==> config.mk <==
export PLATFORM = sky130hd
export DESIGN_NAME = window_spill_fill
export DESIGN_NICKNAME = d
export VERILOG_FILES = /design/src/rtl/sparc_rf_pkg.sv /design/src/rtl/window_onehot_dec.sv /design/src/rtl/window_spill_fill.sv
export SDC_FILE = /design/constraint.sdc
export NUM_CORES = 1
export LEC_CHECK = 0
export BUFFER_PORTS_ARGS = -buffer_cell sky130_fd_sc_hd__buf_2
export CAP_MARGIN = 30
export CORE_AREA = 2 2 81 83
export CTS_CLUSTER_SIZE = 8
export DETAILED_ROUTE_END_ITERATION = 8
export DIE_AREA = 0 0 83 85
export PLACE_DENSITY = 0.83
export SYNTH_ARGS = -nofsm -noshare
export SYNTH_HDL_FRONTEND = slang
export SYNTH_SLANG_ARGS = --single-unit
==> constraint.sdc <==
create_clock -name Clk -period 3.46 [get_ports Clk]
set_input_delay 0.692 -clock Clk [delete_from_list [all_inputs] [get_ports Clk]]
set_output_delay 0.692 -clock Clk [all_outputs]
set_load 0.01 [all_outputs]
==> src/rtl/sparc_rf_pkg.sv <==
// Shared definitions for the SPARC V8 windowed register-file spill/fill logic.
package sparc_rf_pkg;

  localparam int NWINDOWS   = 4;
  localparam int LOCAL_BASE = 16;
  localparam int NSPILL     = 16;
  localparam int DATA_W     = 32;
  localparam int WIN_W      = 2;
  localparam int MAX_WIN    = 1 << WIN_W;

  typedef enum logic [2:0] {
    ST_IDLE,
    ST_SPILL_RD,
    ST_SPILL_WR,
    ST_FILL_WAIT,
    ST_FILL_WR,
    ST_DONE
  } rf_state_e;

  // One-hot select for a window index, sized for the widest index encoding.
  function automatic logic [MAX_WIN-1:0] win_onehot(input logic [WIN_W-1:0] idx);
    logic [MAX_WIN-1:0] oh;
    oh      = '0;
    oh[idx] = 1'b1;
    return oh;
  endfunction

endpackage

==> src/rtl/window_onehot_dec.sv <==
// Window index to one-hot decoder, also used by the CWP logic.
module window_onehot_dec
  import sparc_rf_pkg::*;
#(
  parameter int NWIN = NWINDOWS
) (
  input  logic [WIN_W-1:0] i_idx,
  output logic [NWIN-1:0]  o_onehot
);

  assign o_onehot = NWIN'(win_onehot(i_idx));

endmodule

==> src/rtl/window_spill_fill.sv <==
// Register-window spill/fill engine: moves r16..r31 of one window between the
// register file and a 16-word memory frame, one word per handshake.
module window_spill_fill #(
  parameter int NWINDOWS = 4,
  parameter int DATA_W   = 32,
  parameter int NSPILL   = 16
) (
  input  logic                Clk,
  input  logic                Reset,
  input  logic                start_spill,
  input  logic                start_fill,
  input  logic [1:0]          window,
  output logic                busy,
  output logic                done,
  output logic                err,
  output logic [NWINDOWS-1:0] rf_window,
  output logic [4:0]          rf_PA,
  input  logic [DATA_W-1:0]   rf_PA_out,
  output logic [4:0]          rf_PC,
  output logic [DATA_W-1:0]   rf_in,
  output logic                rf_enable,
  output logic                rf_rw,
  output logic [3:0]          mem_addr,
  output logic [DATA_W-1:0]   mem_wdata,
  output logic                mem_wvalid,
  input  logic                mem_wready,
  input  logic [DATA_W-1:0]   mem_rdata,
  input  logic                mem_rvalid,
  output logic                mem_rready
);

  import sparc_rf_pkg::*;

  rf_state_e           r_state;
  rf_state_e           w_next;
  logic [3:0]          r_idx;
  logic [1:0]          r_win;
  logic [DATA_W-1:0]   r_wdata;
  logic [DATA_W-1:0]   r_rfin;
  logic                r_err;
  logic [NWINDOWS-1:0] w_winOh;
  logic                w_winBad;
  logic                w_start;
  logic                w_accept;
  logic                w_reject;
  logic                w_last;
  logic [4:0]          w_regAddr;

  window_onehot_dec #(.NWIN(NWINDOWS)) u_winDec (
    .i_idx    (r_win),
    .o_onehot (w_winOh)
  );

  assign w_winBad  = int'(window) >= NWINDOWS;
  assign w_start   = start_spill || start_fill;
  assign w_accept  = (r_state == ST_IDLE) && w_start && !w_winBad;
  assign w_reject  = (r_state == ST_IDLE) && w_start && w_winBad;
  assign w_last    = (r_idx == 4'(NSPILL - 1));
  assign w_regAddr = 5'(LOCAL_BASE) + {1'b0, r_idx};

  assign err       = r_err;
  assign rf_in     = r_rfin;
  assign mem_wdata = r_wdata;
  assign mem_addr  = r_idx;
  assign rf_window = busy ? w_winOh : NWINDOWS'(1);

  // State register; reset drops straight back to IDLE so no handshake or write survives.
  always_ff @(posedge Clk) begin
    if (Reset) begin
      r_state <= ST_IDLE;
    end else begin
      r_state <= w_next;
    end
  end

  // Next-state decode plus the per-state register-file and memory strobes.
  always_comb begin
    w_next     = r_state;
    busy       = 1'b1;
    done       = 1'b0;
    rf_PA      = '0;
    rf_PC      = '0;
    rf_enable  = 1'b0;
    rf_rw      = 1'b0;
    mem_wvalid = 1'b0;
    mem_rready = 1'b0;
    case (r_state)
      ST_IDLE: begin
        busy = 1'b0;
        if (w_accept) begin
          w_next = start_spill ? ST_SPILL_RD : ST_FILL_WAIT;
        end
      end
      ST_SPILL_RD: begin
        rf_PA  = w_regAddr;
        w_next = ST_SPILL_WR;
      end
      ST_SPILL_WR: begin
        mem_wvalid = 1'b1;
        if (mem_wready) begin
          w_next = w_last ? ST_DONE : ST_SPILL_RD;
        end
      end
      ST_FILL_WAIT: begin
        mem_rready = 1'b1;
        if (mem_rvalid) begin
          w_next = ST_FILL_WR;
        end
      end
      ST_FILL_WR: begin
        rf_PC     = w_regAddr;
        rf_enable = 1'b1;
        rf_rw     = 1'b1;
        w_next    = w_last ? ST_DONE : ST_FILL_WAIT;
      end
      ST_DONE: begin
        done   = 1'b1;
        w_next = ST_IDLE;
      end
      default: begin
        w_next = ST_IDLE;
      end
    endcase
  end

  // Word counter, latched window and the two data holding registers.
  always_ff @(posedge Clk) begin
    if (Reset) begin
      r_idx   <= '0;
      r_win   <= '0;
      r_wdata <= '0;
      r_rfin  <= '0;
      r_err   <= 1'b0;
    end else begin
      r_err <= w_reject;
      case (r_state)
        ST_IDLE: begin
          if (w_accept) begin
            r_win <= window;
            r_idx <= '0;
          end
        end
        ST_SPILL_RD: begin
          r_wdata <= rf_PA_out;
        end
        ST_SPILL_WR: begin
          if (mem_wready && !w_last) begin
            r_idx <= r_idx + 4'd1;
          end
        end
        ST_FILL_WAIT: begin
          if (mem_rvalid) begin
            r_rfin <= mem_rdata;
          end
        end
        ST_FILL_WR: begin
          if (!w_last) begin
            r_idx <= r_idx + 4'd1;
          end
        end
        ST_DONE: begin
          r_idx <= '0;
        end
        default: begin
        end
      endcase
    end
  end

endmodule

=== After elaboration in Yosys (flattened, before gate mapping) ===
Index checks and enable logic that the tools add are counted.

* Mux-type cells: 21
* Reduce and logical (&&, ||, !) cells: 11
* Bitwise operators: 0
* Equal/unequal tests: 11
* Multiply operators: 0
* Divide/modulo/power cells: 0
* Shift operators: 0
* $lt $le $gt $ge: 2
* Add/sub/neg operators: 2

{| class="wikitable"
|+ Operator list
! kind !! count
|-
| 4-bit two-way mux || 4
|-
| 4-bit case mux with 4 select lines || 1
|-
| 3-bit two-way mux || 5
|-
| 3-bit case mux with 5 select lines || 1
|-
| 5-bit two-way mux || 2
|-
| 2-bit inequality test (second input constant) || 5
|-
| 3-bit by 2-bit equality test with 1-bit output (second input constant) || 2
|-
| 3-bit equality test (second input constant) || 2
|-
| 1-bit two-way mux || 6
|-
| 5-bit by 4-bit adder with 5-bit output (first input constant) || 1
|-
| 4-bit by 1-bit adder with 4-bit output (second input constant) || 1
|-
| 4-bit equality test (second input constant) || 1
|-
| 2-bit AND reduction || 2
|-
| 4-bit AND reduction || 1
|-
| 4-bit nonzero test || 1
|-
| 3-bit by 1-bit equality test with 1-bit output (second input constant) || 1
|-
| 1-bit logical AND || 3
|-
| 3-bit logical NOT || 1
|-
| 2-bit by 3-bit < comparator with 1-bit output (second input constant) || 1
|-
| 3-bit AND reduction || 1
|-
| 1-bit demux with 2-bit select || 1
|-
| 2-bit by 1-bit greater-or-equal comparator with 1-bit output (second input constant) || 1
|-
| 2-bit two-way mux || 1
|-
| 1-bit logical NOT || 1
|-
| 1-bit logical OR || 1
|}

* RAM bits: 0
* Latch bits: 0
* Bits in read-only memories: 0
* Memories kept: 0
* Output and inout bits: 89
* Word-level logic and storage cells: 52
* Flip-flop bits (word level): 73
* Input bits: 72

=== Depth between registers and ports, before layout ===
Gate-level depths: netlist of run 1.

* Word-level depth: 5
* Depth in mapped cells: 7
* Depth with buffers taken out: 5

=== Cells and area by module ===
From an unflattened synthesis of run 1, not the netlist that was laid out.

* Cells, all modules: 371
* Area total of the unflattened synthesis: 2,924.1 µm²

{| class="wikitable"
|+ By module, submodules not included
! module !! cells an instance !! times used !! area each (µm²) !! sequential area each (µm²)
|-
| window_spill_fill || 367 || 1 || 2,897.8 || 1,461.4
|-
| window_onehot_dec || 4 || 1 || 26.3 || 0.0
|}

=== Worst setup path before layout of run 1 ===
Ideal clock, no wire load.

* Path kind: register to output
* Start: reg r_state[2]
* End: out rf_PC[0]
* Path buffers: 0
* Required time: 2.768 ns
* Arrival: 1.143 ns
* Path slack: 1.625 ns
* Stages on the path, launching flop included: 4
* Path through: dfxtp_1 > nor2b_1 > and2b_1 > and2_1

* Word-level cells in the longest chain between the ends: 2

{| class="wikitable"
|+ Ends and longest elaborated chain
! element !! RTL line !! source
|-
| from (decl) || window_spill_fill.sv:34 || <nowiki>rf_state_e r_state;</nowiki>
|-
| from (signal assigned) || window_spill_fill.sv:72 || <nowiki>r_state <= w_next;</nowiki>
|-
| 3-bit equality test || window_spill_fill.sv:87 || <nowiki>case (r_state)</nowiki>
|-
| 5-bit two-way mux || window_spill_fill.sv:87 ||
|-
| to (decl) || window_spill_fill.sv:19 || <nowiki>output logic [4:0] rf_PC,</nowiki>
|}

Every way passes these cells.

=== Final worst setup path of run 1 ===
* Start: reg r_state[2]
* End: out rf_PA[4]

* Word-level cells in the longest chain between the ends: 2

{| class="wikitable"
|+ Ends and longest elaborated chain
! element !! RTL line !! source
|-
| 3-bit by 1-bit equality test with 1-bit output || window_spill_fill.sv:87 ||
|-
| 5-bit two-way mux || window_spill_fill.sv:87 ||
|-
| to (decl) || window_spill_fill.sv:17 || <nowiki>output logic [4:0] rf_PA,</nowiki>
|}

Every way passes these cells.

==> out/results.ini, run 1 <==
[placement]
dpl_cell_area_um2 = 3660
portBuffers = 159
dpl.cell_count = 574
hpwl_mm = 5.33
gp_congestion = 0.793

[clock_network]
cts_tree = yes
post_cts_resized = 0
cts_buffer_depth = 2
postCtsSetupRepairBufs = 0
htree_levels = 3
cts.sinks = 73
path_clk_slew_ps = 80
cts_root_buf = clkbuf_8
holdBufCountCts = 0
clock_latency_ps = 340
cts_buffers = 9

[yosys]
yosysWarningCount = 0
syn_area_um2 = 2840
seq_area_frac_synth_pct = 51.5
syn_inst = 360
synth_area_leaders = dfxtp_1, nand2_1, a21oi_1
postSynthAreaPerCell_um2 = 7.88
synth_flop_cell = dfxtp_1
synth_edf_count = 0
syn-num-nets = 433
ys_ff_latch = 73
yosys.area.top_type_share_pct = 51.5
synth.distinct_cells = 34
async_reset_ff_share_pct = 0
yosysTopAreaCell = dfxtp_1

[pwr]
p_int_mw = 1.47
p_per_area_nw_per_um2 = 524
switching_share_pct = 27.7
power_frac_comb_pct = 17.4
power_switching_uw = 563
pwr-share-seq_pct = 46.1
p_leak_nw = 1.85
ir_worst_vdd_v = 0.000341
clkPwrFrac_pct = 36.5

[detailed_routing]
m1WireLength_mm = 3.12
via_per_inst = 4.90
routed_wirelength_mm = 7.36
routed.top_layer = met4
wl_met3_um = 726
wl_per_cell_um = 12.5
drtAntennaViolNets = 0
drc = 0
drtIter0Drc = 95
first_pass_iters = 5
via_count = 2891
wl_met2_mm = 3.45

[die]
ioPinCount = 161
core_area_um2 = 6200
dieArea_um2 = 7060
die_w_um = 83
placementRows = 29
start_util_pct = 45.7
die_h_um = 85

[timing]
skew_ps = 10.6
max-slew-margin-rel_pct = 58.9
fin_tns_setup_ps = 0
fmax_ghz = 0.416
drv_slew = 0
rsz0062_at_grt = no
min_period_ps = 2410
fin_crit_sh_pct = 69.5
tightestPinTransition_ps = 617
setup_viol = 0
finalHoldViolations = 0

[cells_and_area]
synthToLayoutAreaGrowth_pct = 36.9
final_nets = 581
layout-drive-gt1-share_pct = 36.3
layoutNonFillerInstCount = 590
insertedDiodeCount = 0
finish.instance_area_um2 = 3880

[grt]
antenna_found_initial = 0
grt_max_degree = 42
grt_overflow = 0
grt_pass1_wl_mm = 11.9
gr-usage-all-layers_pct = 20.4
first_global_vias = 2678

[critical_path]
cp_cell_sequence = nor2_1 -> nand2_1 -> inv_1 -> buf_4 -> buf_2
max_stage_delay_ps = 400
cp.buffers_inverters = 3
crit_type = flop to output pin
crit_fanout = 33
path_delay_family = buffers and inverters
required_ps = 2770
end_kind = output pin
start_kind = flop
arrival_ps = 1710
crit_slowest_cell = dfxtp_1

[status]
status = complete, no violations

[flow_run]
maxCapViolCount = 0

[min_path]
min_path_type = flop to flop

[power by group through the flow]
| stage | combinational (mW) | clock [mW] | sequential (mW) |
|---|---|---|---|
| finish | 0.354 | 0.744 | 0.938 |
| floorplan | 0.203 | 0 | 0.969 |
| global route | 0.392 | 0.802 | 0.947 |
| global placement | 0.344 | 0 | 0.953 |
| CTS | 0.356 | 0.767 | 0.937 |
| detailed placement | 0.355 | 0 | 0.956 |
[worst min-delay path: stages (launching register included)]
cell and delay, ps:
dfxtp_1 310, nand2_1 50, a21oi_1 50
[kinds of logic (layout without fill, tap and decap cells)]
kind of cell | count (synthesis) | after routing | share of synthesized area (%)
simple gates | 172 | 172 | 25.9
other cells | 1 | 1 | 0.132
compound gates | 81 | 81 | 16.3
buf+inv | 30 | 183 | 4.98
flops | 73 | 73 | 51.5
fa+ha+maj | 1 | 1 | 0.441
mux | 2 | 2 | 0.706
[Yosys cell counts (all sizes together) (2+ instances only)]
library cell / instances
inv: 3
dfxtp: 73
nand3: 4
mux2i: 2
nand2b: 5
o21ai: 2
a221oi: 2
nor2b: 4
or2: 2
and3: 7
or3: 2
and2: 6
buf: 12
a211oi: 3
nor2: 6
nand2: 132
a21oi: 68
clkbuf: 15
[cell type report]
type                    instances  area, um2
fillers                       533       2320
multi-input cells             257       1230
flip-flops and latches         73       1460
repair buffers                164        853
clock buffers                  10        138
clock inverters                 6       90.1
well taps                      77       96.3
inverters                       3       11.3
[registers in the layout, indices dropped and copies added, names as in the netlist]
name,cells
mem_addr,4
mem_wdata,32
r_state,3
r_win,2
rf_in,32
[routing by layer]
metal	GRT usage (%)	up-vias
met5	0	-
met4	6.86	0
met3	8.56	5
met2	33.9	122
met1	24.0	1296
li1	-	1468
[placed cells by master, fill, tap and decap left out, types with 2 or more instances in the layout]
master / n
buf_2: 159
nand2_1: 132
dfxtp_1: 73
a21oi_1: 68
clkbuf_8: 10
and3_1: 7
nor2_1: 6
and2_1: 6
nand2b_1: 5
nor2b_1: 4
nand3_1: 4
buf_4: 4
inv_1: 3
o21ai_0: 2
or2_2: 2
a221oi_1: 2
a211oi_1: 2
mux2i_1: 2
bufinv_16: 2
[path summary, 6_finish.rpt]
path	depth (start not counted)	from	slack, ps	endpoint
max	5	r_state[2]	1050	rf_PA[4]
min	2	rf_in[25]	450	rf_in[25]
max reg2reg	5	r_state[1]	1710	r_state[2]
min reg2reg	2	rf_in[25]	450	rf_in[25]
[metrics by stage]
step | utilization, % | hold slack [ps] | power, mW | worst slack, ps
6_report | 62.6 | 455 | 2.04 | 1050
4_1_cts | 62.6 | 456 | 2.06 | 1050
3_3_place_gp | 58.5 | 439 | 1.30 | 1390
3_5_place_dp | 58.9 | 445 | 1.31 | 1430
2_1_floorplan | - | 481 | 1.17 | 1630
5_1_grt | 62.6 | 472 | 2.14 | 915
Power figures use the tool's default switching activity.
==> run 2: changes to the inputs <==
ABC_AREA = 1   (was not set)
CORE_AREA = 2 2 85 87   (was 2 2 81 83)
DIE_AREA = 0 0 87 89   (was 0 0 83 85)
PLACE_DENSITY = 0.77   (was 0.83)
clock period = 2.4 ns   (was 3.46 ns; I/O delays follow)
==> run 2 against run 1 <==
- first-iteration DRC count grew 33%
- flip-flop and latch count is the same
- die area grew 9.8%
==> out/results.ini, run 2 <==
[status]
status = complete, no violations

[min_path]
min_from = rf_PA_out[9]
min_path_type = input port to flop

[placement]
portBuffers = 159
dpl_cell_area_um2 = 3680
gp_congestion = 0.898
hpwl_mm = 5.63
dpl.cell_count = 607
place_ws_ps = 742

[critical_path]
ff2ff_path_depth = 8
r2r_slack_ps = 770
crit_top_cell = inv_2
required_ps = 1920
max_stage_delay_ps = 420
r2r-start = r_state[2]
cp.depth = 6
arrival_ps = 1530
regToRegEndpoint = mem_wdata[11]
crit_fanout = 20
cp_cell_sequence = inv_2 -> nand2_2 -> inv_2 -> nand2_2 -> inv_2 -> buf_2
crit_end = rf_PA[4]
end_kind = output pin
cp.buffers_inverters = 4
crit_slowest_cell = dfxtp_1
crit_type = flop to output pin
start_kind = flop
path_delay_family = flip-flops
cp-startpoint = r_state[2]

[clock_network]
cts_tree = yes
cts_buffers = 9
clock_latency_ps = 340
cts_buffer_depth = 2
cts.sinks = 73
post_cts_resized = 0
path_clk_slew_ps = 80
htree_levels = 3
postCtsSetupRepairBufs = 0
holdBufCountCts = 0
cts_root_buf = clkbuf_8

[detailed_routing]
routed_wirelength_mm = 7.78
drtIter0Drc = 126
wl_per_cell_um = 12.5
via_per_inst = 4.90
drc = 0
first_pass_iters = 4
via_count = 3050
drtAntennaViolNets = 0

[die]
placementRows = 30
die_h_um = 89
die_w_um = 87
ioPinCount = 161
core_area_um2 = 6720
start_util_pct = 43.2
dieArea_um2 = 7740

[cells_and_area]
synthToLayoutAreaGrowth_pct = 33.3
finish.instance_area_um2 = 3870
final_nets = 611
insertedDiodeCount = 0
layout_commonest_cell = buf_2
final_cell_mix = buf_2, nand2_1, dfxtp_1
layoutNonFillerInstCount = 623
layout-drive-gt1-share_pct = 35.0

[grt]
gr-usage-all-layers_pct = 19.3
grt_max_degree = 39
antenna_found_initial = 0
grt_overflow = 0
grt_pass1_wl_mm = 11.8
first_global_vias = 2700

[yosys]
seq_area_frac_synth_pct = 50.4
yosys.area.top_type_share_pct = 50.4
syn-num-nets = 463
netlist_top_cells_count = nand2_1, dfxtp_1, a21oi_1
syn_inst = 390
synth.distinct_cells = 23
yosysWarningCount = 0
synth_edf_count = 0
postSynthAreaPerCell_um2 = 7.44
yosysMostFrequentCell = nand2_1
yosysTopAreaCell = dfxtp_1
async_reset_ff_share_pct = 0
ys_ff_latch = 73
synth_area_leaders = dfxtp_1, nand2_1, a21oi_1
syn_area_um2 = 2900
synth_flop_cell = dfxtp_1

[timing]
drv_slew = 0
fin_tns_setup_ps = 0
fmax_ghz = 0.497
setup_viol = 0
max-slew-margin-rel_pct = 60.6
skew_ps = 11.5
finalWorstSetupSlack_ps = 389
min_period_ps = 2010
rsz0062_at_grt = no
fin_crit_sh_pct = 83.8
finalHoldViolations = 0
tightestPinTransition_ps = 590

[pwr]
p_leak_nw = 1.85
p_per_area_nw_per_um2 = 1000
ir_worst_vdd_v = 0.000745

[flow_run]
maxCapViolCount = 0

-- run 2: changes by cell type after synthesis, sizes merged, moves of 6 or more --
cell   delta
and2      -6
and3      -7
inv      +14
nand2    -11
nand3    +33
nor2     +20
-- run 2: logic make-up (layout without fill, tap and decap cells) --
logic type / count (synthesis) / after routing / share of synthesized area, %
XOR/XNOR: 2 / 2 / 0.604
AND/OR/NAND/NOR: 189 / 189 / 26.9
adder cells (fa/ha/maj): 1 / 1 / 0.431
buffers and inverters: 45 / 198 / 7.76
other: 1 / 1 / 0.129
AO/OA/AOI/OAI: 79 / 79 / 13.8
flip-flops: 73 / 73 / 50.4
-- run 2: worst min-delay path by stage --
stage / cells after the start / slack, ps / endpoint
CTS: 3 / 370 / mem_wdata[9]
detailed placement: 2 / 450 / rf_in[24]
global route: 3 / 380 / mem_wdata[1]
finish: 3 / 380 / mem_wdata[9]
floorplan: 2 / 470 / r_win[0]
global placement: 2 / 450 / rf_in[23]
-- run 2: power by group --
group	switching, mW	internal, mW
combinational	0.902	0.492
clock	0.446	0.479
sequential	0.126	1.42
-- run 2: layer usage --
metal / wire, um / vias to the layer above / global-route usage, % / share of wire [%]
li1: - / 1552 / - / -
met1: 3150 / 1360 / 20.9 / 41
met2: 3800 / 129 / 34.4 / 49
met3: 742 / 9 / 7.66 / 9.5
met4: 85 / 0 / 6.82 / 1.1
met5: 0 / - / 0 / 0
-- run 2: area by class of cell --
class | instances | area, um2
clock buffers | 11 | 131
clock inverters | 5 | 56.3
fillers | 643 | 2850
inverters | 17 | 63.8
multi-input cells | 272 | 1210
flip-flops and latches | 73 | 1460
well taps | 80 | 100
repair buffers | 165 | 841
-- run 2: worst register-to-register path: stages (launching register included) --
cell	delay, ps
dfxtp_1	360
inv_2	110
nand2_2	100
inv_2	60
nand2_2	230
inv_2	140
buf_4	320
nand2_1	100
a21oi_1	150
-- run 2: stage by stage --
| stage | power, mW | util [%] | hold slack (ps) |
|---|---|---|---|
| after floorplan | 2.56 | - | 474 |
| after global placement | 2.94 | 54.8 | 445 |
| after detailed placement | 2.97 | 54.8 | 450 |
| after CTS | 3.90 | 57.6 | 369 |
| after global routing | 4.14 | 57.6 | 377 |
| final | 3.87 | 57.6 | 382 |
==> run 3: changes to the inputs <==
CORE_AREA = 2 2 89 91   (was 2 2 85 87)
DIE_AREA = 0 0 91 93   (was 0 0 87 89)
PLACE_DENSITY = 0.74   (was 0.77)
clock period = 1.7 ns   (was 2.4 ns; I/O delays follow)
==> run 3 against run 2 <==
- sequential power is 43% higher
- via count grew 1.4%
- flip-flop and latch count is the same
- clock power rose by 57%
- critical path depth unchanged
- worst hold slack worse by 150 ps
- global-route usage decreased by 1.1 points
- setup slack worse by 310 ps
==> out/results.ini, run 3 (synthesis gave the netlist of run 2 again) <==
[critical_path]
crit_type = flop to output pin
cp.buffers_inverters = 3
crit_slowest_cell = dfxtp_4
arrival_ps = 1280
crit_fanout = 8
cp_cell_sequence = inv_4 -> nand2_4 -> inv_2 -> nand2_4 -> nor2_1 -> buf_2
path_delay_family = flip-flops
required_ps = 1360
end_kind = output pin
max_stage_delay_ps = 380
start_kind = flop
crit_top_cell = nand2_4

[die]
ioPinCount = 161
core_area_um2 = 7530
dieArea_um2 = 8460
die_h_um = 93
placementRows = 32
start_util_pct = 38.5
die_w_um = 91

[grt]
grt_overflow = 0
grt_max_degree = 40
gr-usage-all-layers_pct = 18.2
antenna_found_initial = 0
grt_pass1_wl_mm = 12.5
first_global_vias = 2870

[timing]
finalWorstSetupSlack_ps = 80.3
skew_ps = 8.67
fin_crit_sh_pct = 95.3
tightestPinTransition_ps = 594
fin_tns_setup_ps = 0
fmax_ghz = 0.617
max-slew-margin-rel_pct = 60.3
drv_slew = 0
setup_viol = 0
finalHoldViolations = 0
rsz0062_at_grt = yes
hold_slack_ps = 233
min_period_ps = 1620

[detailed_routing]
first_pass_iters = 4
routed_wirelength_mm = 7.90
drc = 0
via_per_inst = 4.78
wl_per_cell_um = 12.2
drtAntennaViolNets = 0
via_count = 3093
drtIter0Drc = 114

[clock_network]
holdBufCountCts = 0
clock_latency_ps = 340
cts_buffers = 9
cts_tree = yes
cts_root_buf = clkbuf_8
cts_buffer_depth = 2
cts.sinks = 73
htree_levels = 3
path_clk_slew_ps = 80

[flow_run]
maxCapViolCount = 0

[cells_and_area]
final_cell_mix = buf_2, nand2_1, a21oi_1
seqCellArea_um2 = 1470
finish.instance_area_um2 = 3990
layout_commonest_cell = buf_2
fill_cells = 763
layout-drive-gt1-share_pct = 36.9
synthToLayoutAreaGrowth_pct = 37.4
layoutNonFillerInstCount = 647
multi_input_area_um2 = 1240
insertedDiodeCount = 0
final_nets = 614
post-route-util_pct = 53.0

[pwr]
power_mw = 5.75
ir_worst_vdd_v = 0.000787
p_per_area_nw_per_um2 = 1440
p_leak_nw = 1.88

[placement]
gp_congestion = 0.799
dpl_cell_area_um2 = 3730
dpl.cell_count = 632
place_ws_ps = 235
portBuffers = 159
hpwl_mm = 5.75

[min_path]
min_path_type = input port to flop

[status]
status = complete, no violations

## run 3: worst paths after layout
path	startpoint	endpoint	slack, ps	cells past startpoint
worst max-delay path	r_state[2]	rf_PA[3]	80	6
worst min register to register	rf_in[26]	rf_in[26]	460	2
worst max register to register	mem_addr[0]	mem_addr[3]	270	7
worst min-delay path	rf_PA_out[15]	mem_wdata[15]	230	3
## run 3: timing repair
action | in CTS | in global routing
setup buffers | 0 | 0
gates resized for setup | 3 | 15
endpoints found under the setup margin | 8 | 17
## run 3: metal layers
layer / wire length (um) / track usage, %
met5: 0 / 0
met4: 128 / 7.32
met3: 532 / 5.16
met2: 3860 / 31.8
met1: 3380 / 21.1
## run 3: power breakdown
part | internal, mW | switching, mW
clock | 0.819 | 0.629
combinational | 0.772 | 1.32
sequential | 2.01 | 0.192
## run 3: tightest hold or removal path: stages
cell and delay, ps:
buf_2 90, nand2_1 50, a21oi_1 50
## run 3: layout make-up
type / count / share of cell area [%]
sequential: 73 / 36.8
multi-input combinational: 272 / 31.2
timing repair buffer: 168 / 21.7
clock buffer: 10 / 3.20
tap: 102 / 3.20
clock inverter: 5 / 2.04
inverter: 17 / 1.85
